===== src/rtl/sec_encoder_awe_24bits_clk_if.sv =====
// sec_encoder_awe_24bits_clk_if: start/busy/done handshake and data/code-word bus of the SEC encoder
interface sec_encoder_awe_24bits_clk_if #(
    parameter int D_BITS = 24,
    parameter int W_BITS = 32
);
    logic              start;
    logic [D_BITS-1:0] D;
    logic              busy;
    logic              done;
    logic [W_BITS-1:0] W;
    modport master (output start, D, input busy, done, W);
    modport slave (input start, D, output busy, done, W);
endinterface


===== src/rtl/sec_encoder_awe_24bits_clk.sv =====
// sec_encoder_awe_24bits_clk: iterative Hamming SEC encoder, 24-bit data to 29-bit code zero-padded to 32 bits
module sec_encoder_awe_24bits_clk #(
    parameter int D_BITS = 24,
    parameter int W_BITS = 32,
    parameter int P_BITS = 5,
    parameter int BPC    = 4
) (
    input logic clk,
    input logic rst,
    sec_encoder_awe_24bits_clk_if.slave bus
);
    localparam int NCH    = D_BITS / BPC;
    localparam int CW     = NCH > 1 ? $clog2(NCH) : 1;
    localparam int C_BITS = D_BITS + P_BITS;
    typedef enum logic [1:0] {IDLE, ENCODE, DONE} state_t;
    state_t                   state, state_n;
    logic [D_BITS-1:0]        data_r, data_n;
    logic [CW-1:0]            cnt, cnt_n;
    logic [P_BITS-1:0]        acc, acc_n, acc_step;
    logic [W_BITS-1:0]        w_r, w_n, code;
    logic [D_BITS*P_BITS-1:0] pos_vec;
    logic [BPC-1:0]           chunk;
    logic [BPC*P_BITS-1:0]    pos_chunk;
    // Code position of data bit i: the i-th position that is not a power of two
    function automatic int data_pos(input int i);
        int n = 0;
        int r = 0;
        for (int q = 3; q < 64; q++) begin
            if ((q & (q - 1)) != 0) begin
                if (n == i) r = q;
                n++;
            end
        end
        return r;
    endfunction
    genvar g;
    for (g = 0; g < D_BITS; g++) begin : g_data
        assign pos_vec[g*P_BITS +: P_BITS] = P_BITS'(data_pos(g));
        assign code[data_pos(g)-1]         = data_r[g];
    end
    for (g = 0; g < P_BITS; g++) begin : g_par
        assign code[(1 << g) - 1] = acc_step[g];
    end
    assign code[W_BITS-1:C_BITS] = '0;
    assign chunk     = BPC'(data_r >> (cnt * BPC));
    assign pos_chunk = (BPC*P_BITS)'(pos_vec >> (cnt * BPC * P_BITS));
    assign bus.busy  = state == ENCODE;
    assign bus.done  = state == DONE;
    assign bus.W     = w_r;
    // Fold the positions of the set bits of the current chunk into the parity accumulator
    always_comb begin
        acc_step = acc;
        for (int j = 0; j < BPC; j++)
            acc_step = chunk[j] ? acc_step ^ pos_chunk[j*P_BITS +: P_BITS] : acc_step;
    end
    // Handshake FSM: capture on start, accumulate one chunk per cycle, register the code word on the last chunk
    always_comb begin
        state_n = state;
        data_n  = data_r;
        cnt_n   = cnt;
        acc_n   = acc;
        w_n     = w_r;
        case (state)
            IDLE, DONE: if (bus.start) begin
                data_n  = bus.D;
                cnt_n   = '0;
                acc_n   = '0;
                state_n = ENCODE;
            end
            ENCODE: begin
                acc_n = acc_step;
                cnt_n = cnt + 1'b1;
                if (cnt == CW'(NCH - 1)) begin
                    w_n     = code;
                    state_n = DONE;
                end
            end
            default: state_n = IDLE;
        endcase
    end
    // State and datapath registers with synchronous reset
    always_ff @(posedge clk) begin
        if (rst) begin
            state  <= IDLE;
            data_r <= '0;
            cnt    <= '0;
            acc    <= '0;
            w_r    <= '0;
        end else begin
            state  <= state_n;
            data_r <= data_n;
            cnt    <= cnt_n;
            acc    <= acc_n;
            w_r    <= w_n;
        end
    end
endmodule


===== src/flat_wrapper.sv =====
// flat-port wrapper written by rule: the top's interface ports become plain ports
module sec_encoder_awe_24bits_clk_flat 
#(
    parameter int D_BITS = 24,
    parameter int W_BITS = 32,
    parameter int P_BITS = 5,
    parameter int BPC    = 4
)
  (clk, rst, bus_start, bus_D, bus_busy, bus_done, bus_W);
  sec_encoder_awe_24bits_clk_if #(.D_BITS(D_BITS), .W_BITS(W_BITS)) bus_i ();
  input logic clk;
  input logic rst;
  input wire logic [$bits(bus_i.start)-1:0] bus_start;
  input wire logic [$bits(bus_i.D)-1:0] bus_D;
  output wire logic [$bits(bus_i.busy)-1:0] bus_busy;
  output wire logic [$bits(bus_i.done)-1:0] bus_done;
  output wire logic [$bits(bus_i.W)-1:0] bus_W;
  assign bus_i.start = bus_start;
  assign bus_i.D = bus_D;
  assign bus_busy = bus_i.busy;
  assign bus_done = bus_i.done;
  assign bus_W = bus_i.W;
  sec_encoder_awe_24bits_clk #(.D_BITS(D_BITS), .W_BITS(W_BITS), .P_BITS(P_BITS), .BPC(BPC)) u_core (.clk(clk), .rst(rst), .bus(bus_i));
endmodule

===== config.mk =====
export PLATFORM = sky130hd
export DESIGN_NAME = sec_encoder_awe_24bits_clk_flat
export DESIGN_NICKNAME = d
export VERILOG_FILES = /design/src/rtl/sec_encoder_awe_24bits_clk_if.sv /design/src/rtl/sec_encoder_awe_24bits_clk.sv /design/src/flat_wrapper.sv
export SDC_FILE = /design/constraint.sdc
export NUM_CORES = 1
export LEC_CHECK = 0
export BUFFER_PORTS_ARGS = -buffer_cell sky130_fd_sc_hd__buf_2
export CORE_MARGIN = 2
export CORE_UTILIZATION = 49
export CTS_CLUSTER_SIZE = 25
export DETAILED_ROUTE_END_ITERATION = 10
export GPL_ROUTABILITY_DRIVEN = 0
export PLACE_DENSITY = 0.73
export SETUP_SLACK_MARGIN = 0.05
export SLEW_MARGIN = 20
export SYNTH_ARGS = -nofsm -noshare
export SYNTH_HDL_FRONTEND = slang
export SYNTH_SLANG_ARGS = --single-unit

===== constraint.sdc =====
create_clock -name clk -period 2.7 [get_ports clk]
set_input_delay 0.54 -clock clk [delete_from_list [all_inputs] [get_ports clk]]
set_output_delay 0.54 -clock clk [all_outputs]
set_load 0.02 [all_outputs]

==> Yosys cells after proc, flatten, opt, wreduce, memory -nomap -nowiden <==
Cells that the tools add are included.
{ "classes": {"addsub": 1, "multipliers": 1, "eq_ne": 5, "shift": 2, "n_mux": 11, "bitwise": 4, "n_reduce_logical": 7} }
{ "op_table": {"columns": ["op", "count"], "rows": [
  ["$shr 120x9->20 const A", 1],
  ["$mux 5", 5],
  ["$shr 24x5->4", 1],
  ["$xor 5x5->5", 4],
  ["$pmux 5 s2", 1],
  ["$reduce_and 2->1", 4],
  ["$mul 3x3->6 const B", 1],
  ["$pmux 3 s2", 1],
  ["$mux 2", 2],
  ["$pmux 2 s2", 1],
  ["$add 3x1->3 const B", 1],
  ["$eq 3x3->1 const B", 1],
  ["$mux 3", 1],
  ["$eq 2x1->1 const B", 1],
  ["$eq 2x2->1 const B", 1],
  ["$logic_not 2->1", 1],
  ["$ne 2x1->1 const B", 1],
  ["$ne 2x2->1 const B", 1],
  ["$reduce_bool 2->1", 1],
  ["$reduce_or 2->1", 1]
]} }
{ "word_totals": {"ff_bits": 63, "inputBits": 27, "out_inout_bits": 34, "word_cells": 36} }

==> Depth between registers and ports, before layout <==
Gate-level depths: netlist of the first run.
{ "depth": {"ltp_word": 11, "ltp_mapped": 10, "depth_no_buf": 9} }

==> Least setup slack after synthesis of the first run <==
Ideal clock, no wire load.
{ "synth_path": {"kind": "reg2reg", "startpoint": "register u_core.cnt[0]", "endpoint": "register u_core.w_r[15] (netlist: u_core.bus.W[15])", "setup_time_ns": 0.079, "arrival_time_ns": 2.553, "required_time_ns": 2.621, "slack_ns": 0.067, "path_stages_with_launch": 9, "n_path_buf": 1, "synth_period_minus_slack_ns": 2.633, "cell_sequence": "dfxtp_1 > buf_6 > mux4_2 > o21ai_1 > a211oi_4 > xor2_1 > a22oi_1 > xor3_1 > a211oi_2"} }
{ "synth_via": {"elab_chain_cells": 10, "elab_cells_between_ends": 13, "classes_between": "1 x mul; 1 x eq/ne; 2 x shift; 4 x mux; 4 x bitwise; 1 x reduce/logical"} }
{ "synth_rtl": {"columns": ["element", "line", "rtl"], "rows": [
  ["start, declared", "sec_encoder_awe_24bits_clk.sv:18", "logic [CW-1:0] cnt, cnt_n;"],
  ["start signal, assigned", "sec_encoder_awe_24bits_clk.sv:92", "cnt <= cnt_n;"],
  ["$mul 3x3->6", "sec_encoder_awe_24bits_clk.sv:46", "assign pos_chunk = (BPC*P_BITS)'(pos_vec >> (cnt * BPC * P_BITS));"],
  ["$shr 120x9->20", "sec_encoder_awe_24bits_clk.sv:46", null],
  ["$xor 5x5->5", "sec_encoder_awe_24bits_clk.sv:54", "acc_step = chunk[j] ? acc_step ^ pos_chunk[j*P_BITS +: P_BITS] : acc_step;"],
  ["$mux 5", "sec_encoder_awe_24bits_clk.sv:54", null],
  ["$xor 5x5->5", "sec_encoder_awe_24bits_clk.sv:54", null],
  ["$mux 5", "sec_encoder_awe_24bits_clk.sv:54", null],
  ["$xor 5x5->5", "sec_encoder_awe_24bits_clk.sv:54", null],
  ["$mux 5", "sec_encoder_awe_24bits_clk.sv:54", null],
  ["$xor 5x5->5", "sec_encoder_awe_24bits_clk.sv:54", null],
  ["$mux 5", "sec_encoder_awe_24bits_clk.sv:54", null],
  ["end signal, assigned", "sec_encoder_awe_24bits_clk.sv:94", "w_r <= w_n;"],
  ["end, declared", "sec_encoder_awe_24bits_clk.sv:20", "logic [W_BITS-1:0] w_r, w_n, code;"]
]} }
Several ways; a longest one is shown, not always the timed one.
A chain may end at the register's enable or synchronous reset.

==> Worst setup path in the final report of the first run <==
Ends and elaborated chain as after synthesis.

==> results_dict.tcl, run 1 <==
set metrics [dict create \
    cts-root-buf "clkbuf_8" \
    setup_viol 0 \
    clock_skew_ns 0.00622 \
    ys_seq_area_share_pct 41.7 \
    drive_gt1_share_pct 24.2 \
    route.vias.total 2782 \
    antenna_found_initial 0 \
    dpl.hpwl_um 5180 \
    muxShareOfSynthArea_pct 5.26 \
    clk_path_buf_depth 2 \
    die_h_um 82.5 \
    drc_errors 0 \
    synth_compound_area_share_pct 18.7 \
    syn2layout_area_growth_pct 19.9 \
    ctsHoldBuffers 0 \
    drv_slew 0 \
    synthSimpleGateAreaFrac_pct 22.0 \
    finalCritPeriodShare_pct 94.2 \
    synth_xor_xnor_area_share_pct 4.26 \
    layout_commonest_cell "nand2_1" \
    r2r_slack_ns 0.16 \
    outcome "completed" \
    start_util_pct 50.8 \
    cts_buffers 9 \
    synthFlopType "dfxtp_1" \
    cp_max_fo 5 \
    dieWidth_um 82.5 \
    maxSlewHeadroom_pct 61.1 \
    mostFrequentLayoutCells "107 x nand2_1, 62 x dfxtp_1, 57 x a21oi_1, 57 x buf_2, 19 x buf_4" \
    yosysWarnings 0 \
    grt_overflow 0 \
    cp-start-kind "flip-flop" \
    clkSinkCount 63 \
    core_area_um2 5960 \
    arrival_ns 2.80 \
    hold_viol_final 0 \
    ant_nets 0 \
    grt_pass1_wl_um 11700 \
    clkTransAtPathRegs_ns 0.06 \
    drt_iter0_drc 182 \
    fmax_mhz 393 \
    die_area_um2 6810 \
    worst_slew_pin_slew_ns 0.584 \
    final_area_um2 3620 \
    wl_um 7340 \
    cts_tree "done" \
    first_global_vias 2503 \
    rsz0062_at_grt "no" \
    synth_seq_cells 63 \
    clk_latency_ns 0.34 \
    synthCells 377 \
    wl_per_cell_um 14.2 \
    insertedDiodeCount 0 \
    nFillCells 547 \
    grt_start_max_net_pins 35 \
    htreeDepth 3 \
    critPathRequiredTime_ns 2.96 \
    synth_top_family_by_area "simple AND/OR/NAND/NOR gates" \
    crit_type "flip-flop to flip-flop" \
    synth_edf_count 0 \
    drt-pass1-iter-count 5 \
    drv_cap 0 \
    synth_fa_ha_area_share_pct 2.90 \
    powerDensity_nw_per_um2 549 \
    avgSynthCellArea_um2 8.02 \
    io_buffer_count 57 \
    endpoint_kind "flip-flop" \
    p_leak_nw 1.48 \
    period_needed_ns 2.54 \
    place_area_um2 3410 \
    vias_per_cell 5.37 \
    grt.total_usage_pct 22.8 \
    synth_area_um2 3020 \
    fp-row-count 28 \
    fin_nets 472 \
    ir_worst_vdd_v 0.000413 \
    setup_tns_ns 0 \
    synth_async_sr_flop_share_pct 0 \
    ys_types 52 \
    ios 61 \
    hold_path.class "primary input to flip-flop" \
]
-- report_power, final --
part,switching (mW),total (mW),leakage [nW],internal [mW]
clock network,0.352,0.733,0.0894,0.381
registers,0.0246,0.983,0.512,0.959
logic,0.155,0.271,0.874,0.116
total,0.532,1.99,1.48,1.46
-- logic make-up (layout without fill, tap and decap cells) --
logic type	after synthesis	after routing
simple gates	155	155
flops	63	63
other cells	1	3
buf+inv	35	99
mux	10	10
compound gates	93	93
fa+ha+maj	7	7
xor+xnor	13	13
-- layout make-up --
type	count	area (um2)	share of cell area [%]
multi-input cells	281	1640	45.2
flip-flops and latches	63	1260	34.8
clock inverters	3	17.5	0.483
well taps	75	93.8	2.59
clock buffers	13	159	4.39
inverters	7	26.3	0.725
repair buffers	76	428	11.8
-- what timing repair did --
item                                    CTS  global route
endpoints found under the setup margin    1             6
setup buffers                             0             3
pin swaps                                 0             3
cloned                                    0             0
gates resized for setup                   2             4
-- synthesized netlist by cell type, types with 3 or more instances --
cell | n | area (um2)
a211oi_1 | 4 | 30.0
a21oi_1 | 57 | 285
buf_4 | 3 | 22.5
clkbuf_1 | 21 | 78.8
dfxtp_1 | 63 | 1260
ha_1 | 7 | 87.6
inv_1 | 6 | 22.5
mux2_2 | 4 | 45.0
mux4_2 | 3 | 67.6
nand2_1 | 107 | 402
nand2b_1 | 5 | 31.3
nand3_1 | 6 | 30.0
nor2_1 | 16 | 60.1
nor2b_1 | 7 | 43.8
o21ai_0 | 9 | 45.0
xnor2_1 | 8 | 70.1
xor2_1 | 4 | 35.0
-- per-layer routing --
| layer | routed length (um) | part of all wire [%] | global-route usage (%) |
|---|---|---|---|
| met4 | 154 | 2.1 | 9.67 |
| met3 | 408 | 5.6 | 5.33 |
| met1 | 3290 | 45 | 30.2 |
| met2 | 3490 | 48 | 35.6 |
| met5 | 0 | 0 | 0 |
-- registers in the layout, summed over array words and instances (netlist names) --
name / flops
u_core.cnt: 3
u_core.data_r: 24
u_core.state: 2
u_core.bus.W: 29
u_core.acc: 5
-- worst max-delay path, stage by stage, from the launching register on --
cell and delay [ns]:
dfxtp_2 0.35, buf_4 0.16, mux2_2 0.37, and3_1 0.25, a211oi_4 0.31, xor2_1 0.15
a22oi_2 0.28, xor3_1 0.37, a211oi_2 0.22
-- metrics by stage --
| step | cells | power [mW] | worst slack, ns | hold WS, ns | util (%) |
|---|---|---|---|---|---|
| detailed placement | 499 | 1.26 | 0.0418 | 0.444 | 57.2 |
| CTS | 515 | 1.99 | 0.0939 | 0.423 | 60.3 |
| finish | 518 | 1.99 | 0.156 | 0.435 | 60.8 |
| global placement | 499 | 1.26 | 0.128 | 0.441 | 57.2 |
| floorplan | 379 | 1.19 | 0.0674 | 0.440 | - |
| global route | 518 | 2.08 | 0.0500 | 0.427 | 60.8 |
-- final timing paths --
path	from	endpoint	cells past startpoint
max reg2reg	u_core.cnt[0]	u_core.bus.W[15]	8
max	u_core.cnt[0]	u_core.bus.W[15]	8
min	bus_D[1]	u_core.data_r[1]	3
min reg2reg	u_core.bus.W[2]	u_core.bus.W[2]	2
(Power assumes the default switching activity.)
==> run 2, diff against run 1 <==
Settings changed: CTS_BUF_LIST set to sky130_fd_sc_hd__clkbuf_8 sky130_fd_sc_hd__clkbuf_16.
==> run 2 against run 1 <==
- die area unchanged
- sequential cell count unchanged
- utilization unchanged
- clock-buffer cell count down 2
- sequential share of layout area unchanged
- clock power down 1%
- register-to-register slack better by 0.02 ns
- largest power group unchanged
==> results_dict.tcl, run 2 (synthesis gave the netlist of run 1 again) <==
set metrics [dict create \
    outcome "completed" \
    clock_skew_ns 0.00614 \
    drt_iter0_drc 181 \
    powerDensity_nw_per_um2 546 \
    grt_start_max_net_pins 35 \
    critical_path.top_delay_family "compound AO/OA/AOI/OAI gates" \
    grt_overflow 0 \
    setup_tns_ns 0 \
    p_leak_nw 1.48 \
    dieWidth_um 82.5 \
    maxSlewHeadroom_pct 60.4 \
    seqPwrFrac_pct 49.7 \
    core_area_um2 5960 \
    critPathSlowestCell "mux2_2" \
    drt-met1-wl_um 3330 \
    clkSinkCount 63 \
    start_util_pct 50.8 \
    die_h_um 82.5 \
    arrival_ns 2.78 \
    dr_wl_met2_um 3420 \
    timing.hold.ws_ns 0.437 \
    critPathRequiredTime_ns 2.96 \
    mostFrequentLayoutCells "107 x nand2_1, 62 x dfxtp_1, 57 x a21oi_1, 57 x buf_2, 19 x buf_4" \
    cp_max_fo 5 \
    fmax_mhz 396 \
    insertedDiodeCount 0 \
    route.vias.total 2769 \
    crit_type "flip-flop to flip-flop" \
    cts_buffers 9 \
    ant_nets 0 \
    syn2layout_area_growth_pct 19.9 \
    clk_path_buf_depth 2 \
    drc_errors 0 \
    wl_per_cell_um 14.2 \
    io_buffer_count 57 \
    wl_um 7340 \
    worst_slew_pin_slew_ns 0.593 \
    cts-root-buf "clkbuf_8" \
    setup_viol 0 \
    wl_met3_um 449 \
    clkPwrFrac_pct 36.6 \
    ios 61 \
    hold_path.class "primary input to flip-flop" \
    grt.total_usage_pct 22.8 \
    vias_per_cell 5.35 \
    first_global_vias 2503 \
    rsz0062_at_grt "no" \
    fin_nets 472 \
    cp-start-kind "flip-flop" \
    endpoint_kind "flip-flop" \
    layout_commonest_cell "nand2_1" \
    hold_viol_final 0 \
    fp-row-count 28 \
    period_needed_ns 2.52 \
    highest_layer "met4" \
    p_int_mw 1.45 \
    htreeDepth 3 \
    switching_share_pct 26.9 \
    clkTransAtPathRegs_ns 0.07 \
    drv_slew 0 \
    grt_pass1_wl_um 11700 \
    dpl.hpwl_um 5180 \
    place_area_um2 3410 \
    path_buf_inv 1 \
    die_area_um2 6810 \
    p_comb_share_pct 13.7 \
    power_switching_mw 0.532 \
    cts_tree "done" \
    largest_reg_flops 29 \
    drive_gt1_share_pct 24.2 \
    finalCritPeriodShare_pct 93.5 \
    drt-pass1-iter-count 4 \
    slowest_delay_ns 0.37 \
    clk_latency_ns 0.34 \
    path_cells "buf_4 -> mux2_2 -> and3_1 -> a211oi_4 -> xor2_1 -> a22oi_2 -> xor3_1 -> a211oi_2" \
    drv_cap 0 \
    antenna_found_initial 0 \
    final_area_um2 3620 \
    ir_worst_vdd_v 0.000413 \
]
-- run 2: cell type report --
cell class | instances | area (um2)
Clock buffer | 11 | 151
Clock inverter | 5 | 25.0
Sequential cell | 63 | 1260
Inverter | 7 | 26.3
Tap cell | 75 | 93.8
Timing Repair Buffer | 76 | 428
Multi-Input combinational cell | 281 | 1640
Fill cell | 547 | 2330
-- run 2: worst paths after layout --
| kind | start | to | slack, ns | cells past startpoint |
|---|---|---|---|---|
| min reg2reg | u_core.bus.W[2] | u_core.bus.W[2] | 0.45 | 2 |
| min | bus_D[20] | u_core.data_r[20] | 0.44 | 3 |
| max reg2reg | u_core.cnt[0] | u_core.bus.W[15] | 0.18 | 8 |
| max | u_core.cnt[0] | u_core.bus.W[15] | 0.18 | 8 |
-- run 2: worst register-to-register path, delay by kind of cell (launching register included) --
family                 cells  cell delay [ns]
AO/OA/AOI/OAI              3             0.80
AND/OR/NAND/NOR            1             0.25
multiplexers               1             0.37
flip-flops                 1             0.35
buffers and inverters      1             0.16
XOR/XNOR                   2             0.52
-- run 2: metrics by stage --
step                power [mW]  instances  util (%)  worst slack (ns)
finish                    1.98        518      60.8             0.176
global route              2.07        518      60.8            0.0500
CTS                       1.98        515      60.3            0.0939
detailed placement        1.26        499      57.2            0.0418
global placement          1.26        499      57.2             0.128
floorplan                 1.19        379         -            0.0674
-- run 2: power groups by stage --
stage,Sequential (mW),Combinational [mW],Clock [mW]
final,0.983,0.272,0.725
after global routing,0.986,0.298,0.784
after CTS,0.983,0.259,0.743
after detailed placement,1.00,0.257,0
after global placement,1.00,0.254,0
after floorplan,0.995,0.190,0
-- run 2: routing by layer --
metal	vias to the layer above	GRT usage, %
met5	-	0
met4	0	9.67
met3	13	5.33
met2	91	35.6
met1	1272	30.2
li1	1393	-
-- run 2: repair_timing --
action	CTS	global route
hold buffers	0	0
pin swaps	0	3
resized for setup	2	4
setup buffers	0	3
setup endpoints to repair	1	6
